--- config.mk ---
export PLATFORM = sky130hd
export DESIGN_NAME = imem_loader
export DESIGN_NICKNAME = d
export VERILOG_FILES = /design/src/rtl/types_pkg.sv /design/src/rtl/imem_loader.sv
export SDC_FILE = /design/constraint.sdc
export NUM_CORES = 1
export LEC_CHECK = 0
export ABC_CLOCK_PERIOD_IN_PS = 2850
export CAP_MARGIN = 10
export CORE_MARGIN = 2
export CORE_UTILIZATION = 40
export CTS_BUF_LIST = sky130_fd_sc_hd__clkbuf_16
export DETAILED_ROUTE_END_ITERATION = 8
export SKIP_LAST_GASP = 1
export SLEW_MARGIN = 5
export SYNTH_ARGS = -nofsm -noshare
export SYNTH_HDL_FRONTEND = slang
export SYNTH_SLANG_ARGS = --single-unit
--- constraint.sdc ---
create_clock -name clk -period 2.85 [get_ports clk]
set_clock_uncertainty 0.2 [all_clocks]
set_input_delay 0.285 -clock clk [delete_from_list [all_inputs] [get_ports clk]]
set_output_delay 0.285 -clock clk [all_outputs]
set_load 0.1 [all_outputs]
--- src/rtl/types_pkg.sv ---
// types_pkg -- shared types for the instruction-memory loader.
// Provides the memory geometry (MEM_SIZE), the word address type, the
// instruction word type, the load-length type, and a helper that clamps
// a requested load length to the memory size.
package types_pkg;

  localparam int unsigned MEM_SIZE = 512;

  typedef logic [8:0]  address_t;
  typedef logic [31:0] word_t;
  typedef logic [9:0]  len_t;

  // Limit a requested word count to the number of words the memory holds.
  function automatic len_t clamp_len(input len_t n);
    if (n > len_t'(MEM_SIZE)) begin
      return len_t'(MEM_SIZE);
    end else begin
      return n;
    end
  endfunction

endpackage

--- src/rtl/imem_loader.sv ---
// imem_loader -- streams program bytes into the instruction memory.
// Bytes arriving on a valid/ready stream are packed four at a time into a
// 32-bit word (lane order selected by LITTLE_ENDIAN) and written to
// consecutive word addresses starting at 0. The core is held in reset for
// the whole load, and done pulses for one cycle when the load completes.
// Ports:
//   clk, rst              clock, asynchronous active-high reset
//   start, word_count     load request and length (sampled only in IDLE)
//   byte_in, byte_valid   incoming byte stream
//   byte_ready            byte accepted this cycle (RECV only)
//   mem_we/addr/wdata     instruction memory write port
//   cpu_hold, busy, done  core hold, loader activity, completion pulse
module imem_loader
  import types_pkg::*;
#(
  parameter bit LITTLE_ENDIAN = 1'b1
) (
  input  logic       clk,
  input  logic       rst,
  input  logic       start,
  input  len_t       word_count,
  input  logic [7:0] byte_in,
  input  logic       byte_valid,
  output logic       byte_ready,
  output logic       mem_we,
  output address_t   mem_addr,
  output word_t      mem_wdata,
  output logic       cpu_hold,
  output logic       busy,
  output logic       done
);

  typedef enum logic [1:0] {
    IDLE   = 2'd0,
    RECV   = 2'd1,
    WRITE  = 2'd2,
    FINISH = 2'd3
  } state_t;

  state_t     state_r;
  logic [1:0] byte_cnt_r;
  address_t   addr_r;
  len_t       count_r;
  len_t       words_r;
  word_t      word_r;
  logic       byte_ready_r;
  logic       mem_we_r;
  logic       busy_r;
  logic       done_r;

  logic [1:0] lane_s;
  logic       accept_s;
  len_t       words_next_s;

  // Lane the next byte lands in: first byte is the LSB lane when little-endian.
  assign lane_s       = LITTLE_ENDIAN ? byte_cnt_r : (2'd3 - byte_cnt_r);
  // byte_ready_r is only ever set while in RECV, so this is a real transfer.
  assign accept_s     = byte_valid && byte_ready_r;
  assign words_next_s = words_r + 10'd1;

  // Loader FSM with all outputs registered alongside the state.
  always_ff @(posedge clk or posedge rst) begin
    if (rst) begin
      state_r      <= IDLE;
      byte_cnt_r   <= 2'd0;
      addr_r       <= 9'd0;
      count_r      <= 10'd0;
      words_r      <= 10'd0;
      word_r       <= 32'd0;
      byte_ready_r <= 1'b0;
      mem_we_r     <= 1'b0;
      busy_r       <= 1'b0;
      done_r       <= 1'b0;
    end else begin
      case (state_r)
        IDLE: begin
          mem_we_r <= 1'b0;
          done_r   <= 1'b0;
          if (start) begin
            busy_r <= 1'b1;
            if (word_count == 10'd0) begin
              done_r  <= 1'b1;
              state_r <= FINISH;
            end else begin
              count_r      <= clamp_len(word_count);
              addr_r       <= 9'd0;
              words_r      <= 10'd0;
              byte_cnt_r   <= 2'd0;
              byte_ready_r <= 1'b1;
              state_r      <= RECV;
            end
          end else begin
            busy_r       <= 1'b0;
            byte_ready_r <= 1'b0;
          end
        end

        RECV: begin
          if (accept_s) begin
            word_r[{lane_s, 3'b000} +: 8] <= byte_in;
            byte_cnt_r <= byte_cnt_r + 2'd1;
            if (byte_cnt_r == 2'd3) begin
              // Word complete: stop accepting and strobe the write next cycle.
              byte_ready_r <= 1'b0;
              mem_we_r     <= 1'b1;
              state_r      <= WRITE;
            end else begin
              state_r <= RECV;
            end
          end else begin
            state_r <= RECV;
          end
        end

        WRITE: begin
          mem_we_r <= 1'b0;
          words_r  <= words_next_s;
          if (words_next_s == count_r) begin
            // Address is left on the last word so a full 512-word load never wraps.
            done_r  <= 1'b1;
            state_r <= FINISH;
          end else begin
            addr_r       <= addr_r + 9'd1;
            byte_ready_r <= 1'b1;
            state_r      <= RECV;
          end
        end

        FINISH: begin
          done_r  <= 1'b0;
          busy_r  <= 1'b0;
          state_r <= IDLE;
        end

        default: begin
          state_r      <= IDLE;
          byte_ready_r <= 1'b0;
          mem_we_r     <= 1'b0;
          busy_r       <= 1'b0;
          done_r       <= 1'b0;
        end
      endcase
    end
  end

  assign byte_ready = byte_ready_r;
  assign mem_we     = mem_we_r;
  assign mem_addr   = addr_r;
  assign mem_wdata  = word_r;
  assign busy       = busy_r;
  assign cpu_hold   = busy_r;
  assign done       = done_r;

endmodule

==> reports/metrics.cfg <==
[yosys]
synth_area_leaders = dfrtp_1, nand2_1, o21ai_0, ha_1, a21oi_1
synthArstFlopShare = 1.000
synth_ff_type = dfrtp_1
syn_inst = 409
syn_avg_cell_area_um2 = 8.945
synth_edf_count = 0
yosys-top-cells-count = nand2_1, dfrtp_1, o21ai_0
ys_ff_latch = 69
synth_cell_type_count = 54
synth_nets = 444
ys_seq_area_frac = 0.4720
yosysMostFrequentCell = nand2_1
netlist_area_um2 = 3659
yosysTopAreaCell = dfrtp_1
synth_top_area_share = 0.4720
yosysWarnings = 0

[power_and_ir_drop]
power_frac_seq = 0.422
power.combinational.fraction = 0.034
finalPower_mw = 2.321
powerDensity_nw_per_um2 = 489.8
p_sw_frac = 0.1958
p_sw_mw = 0.4543
vdd_drop_max_v = 0.0002470
clockPowerShare = 0.544
leakage_nw = 2.179
p_int_mw = 1.866

[timing]
relSlewSlack = 0.5181
fin_crit_sh = 0.9516
setup_viol = 0
rsz0062_at_grt = no
finalSetupTns_ns = 0
hold_ws_ns = 0.1944
fin_crit_ns = 2.712
max_freq_mhz = 368.7
slew_violations = 0
hold_viol = 0
tightest_slew_ns = 0.7218

[clock_network]
clk_path_buf_depth = 2
holdBufCountCts = 0
cts_root_buffer = clkbuf_16
post_cts_buffers = 0
cts.sink_count = 69
htreeDepth = 3
numCtsBuffers = 9
cts.clk_slew.worst_paths_ns = 0.06
insertion_delay_ns = 0.33
cts_tree = done
cts_resized = 0

[grt]
grt_pass1_wl_um = 14840
antenna_found_initial = 0
grt_pass1_vias = 3038
grt_use_total = 0.1859
grt_max_degree = 35
gr-total-overflow = 0

[floorplanning]
die_w_um = 99.64
die_area_um2 = 9927
rows = 34
fp.coreArea_um2 = 8806
ios = 68
die_y_um = 99.64
initial_utilization = 0.4155

[routing]
dr.first_iter.drc_count = 133
avgRoutedWirePerCell_um = 14.66
vias = 3218
dr.pass1.iters = 5
antenna_left = 0
drc = 0
post_drt_via_cell_ratio = 5.372
routed_wl_um = 8782

[finish]
area_growth_pct = 29.51
multiInputGateArea_um2 = 1765
final_cell_count_no_fill = 599
final_core_util = 0.5381
num_antenna_cells = 0
fin_nets = 521
fill_cells = 814
drive_gt1_frac = 0.1813
final-seq-area_um2 = 1727

[critical_path]
reg2reg_depth = 9
r2r-end = mem_addr[0]
worstSetupStartpoint = words_r[0]
worst-path-stages = 9
crit_path_end_kind = flop
crit_fanout = 18
critPathKind = flop to flop
max_stage_delay_ns = 0.38
cp-start-kind = flop
r2r_slack_ns = 0.14
path_delay_family = simple AND/OR/NAND/NOR gates
worstPathRequired_ns = 2.86
crit_end = mem_addr[0]
reg2reg_from = words_r[0]
path_cells = ha_1 > xor2_1 > and3b_1 > o32ai_1 > nor4_2 > and3_1 > buf_12 > or2_2 > mux2_2
cp.arrival_ns = 2.72
crit_buf_inv = 1
cpMaxStageDelayCell = dfrtp_1

[hold_path]
min_path_type = input port to async pin

[outcome]
status = completed

[placement]
port_buffers = 67
place_congestion = 0.8565
place_inst = 583
dp_hpwl_um = 6553

[job]
cap_violations = 0

power by group through the flow:
stage,Combinational (mW),Clock [mW],Sequential (mW)
6_report,0.0780,1.26,0.980
5_1_grt,0.0865,1.34,0.979
4_1_cts,0.0807,1.29,0.980
3_5_place_dp,0.0807,0,0.998
3_3_place_gp,0.0810,0,0.998
2_1_floorplan,0.0254,0,0.998
cell families after synthesis:
group                    Yosys count  share of synthesized area
AO/OA/AOI/OAI                    111                     0.1768
XOR/XNOR                          10                    0.02394
adder cells (fa/ha/maj)           13                    0.04446
buffers and inverters             32                    0.04548
flip-flops                        69                     0.4720
multiplexers                       2                   0.006156
AND/OR/NAND/NOR                  172                     0.2312
per-stage QoR:
step	cell area (um^2)	setup WS, ns
2_1_floorplan	3659	0.2850
3_3_place_gp	4399	0.1395
3_5_place_dp	4399	0.1102
4_1_cts	4738	0.1206
5_1_grt	4738	0.01118
6_report	4738	0.1379
state kept, by name (all words and copies together) (netlist names), 2 cells and up:
register,count
byte_cnt_r,2
count_r,10
mem_addr,9
mem_wdata,32
state_r,2
words_r,10
final cells by class:
class	count	area share
well taps	108	0.02852
multi-input cells	308	0.3726
inverters	11	0.008714
clock buffers	9	0.04753
clock inverters	7	0.02403
flip-flops and latches	69	0.3644
repair buffers	87	0.1542
placed cells by master (no fill, tap or decap), drive strengths merged, types with 8 or more instances in the layout:
cell type	n
inv	11
and3	8
ha	13
nand4	8
dfrtp	69
o21ai	65
nand2	96
buf	66
a21oi	13
clkbuf	9
nor2	9
or3	8
nand2b	9
clkdlybuf4s50	21
nand3	9
worst min path at each step:
stage                   from            end  slack, ns  cells past startpoint
2_1_floorplan  word_count[6]     count_r[6]       0.22                      2
3_3_place_gp   mem_wdata[26]  mem_wdata[26]       0.26                      2
3_5_place_dp   mem_wdata[29]  mem_wdata[29]       0.27                      2
4_1_cts                  rst   mem_wdata[0]       0.22                      2
5_1_grt                  rst   mem_wdata[0]       0.26                      2
6_report                 rst   mem_wdata[0]       0.19                      2
metal layers:
| layer | global-route usage | routed length, um |
|---|---|---|
| met3 | 0.03022 | 543 |
| met1 | 0.2616 | 4236 |
| met5 | 0 | 0 |
| met4 | 0.06428 | 103 |
| met2 | 0.2921 | 3899 |
Note: power is estimated with default switching activity, not from simulation.
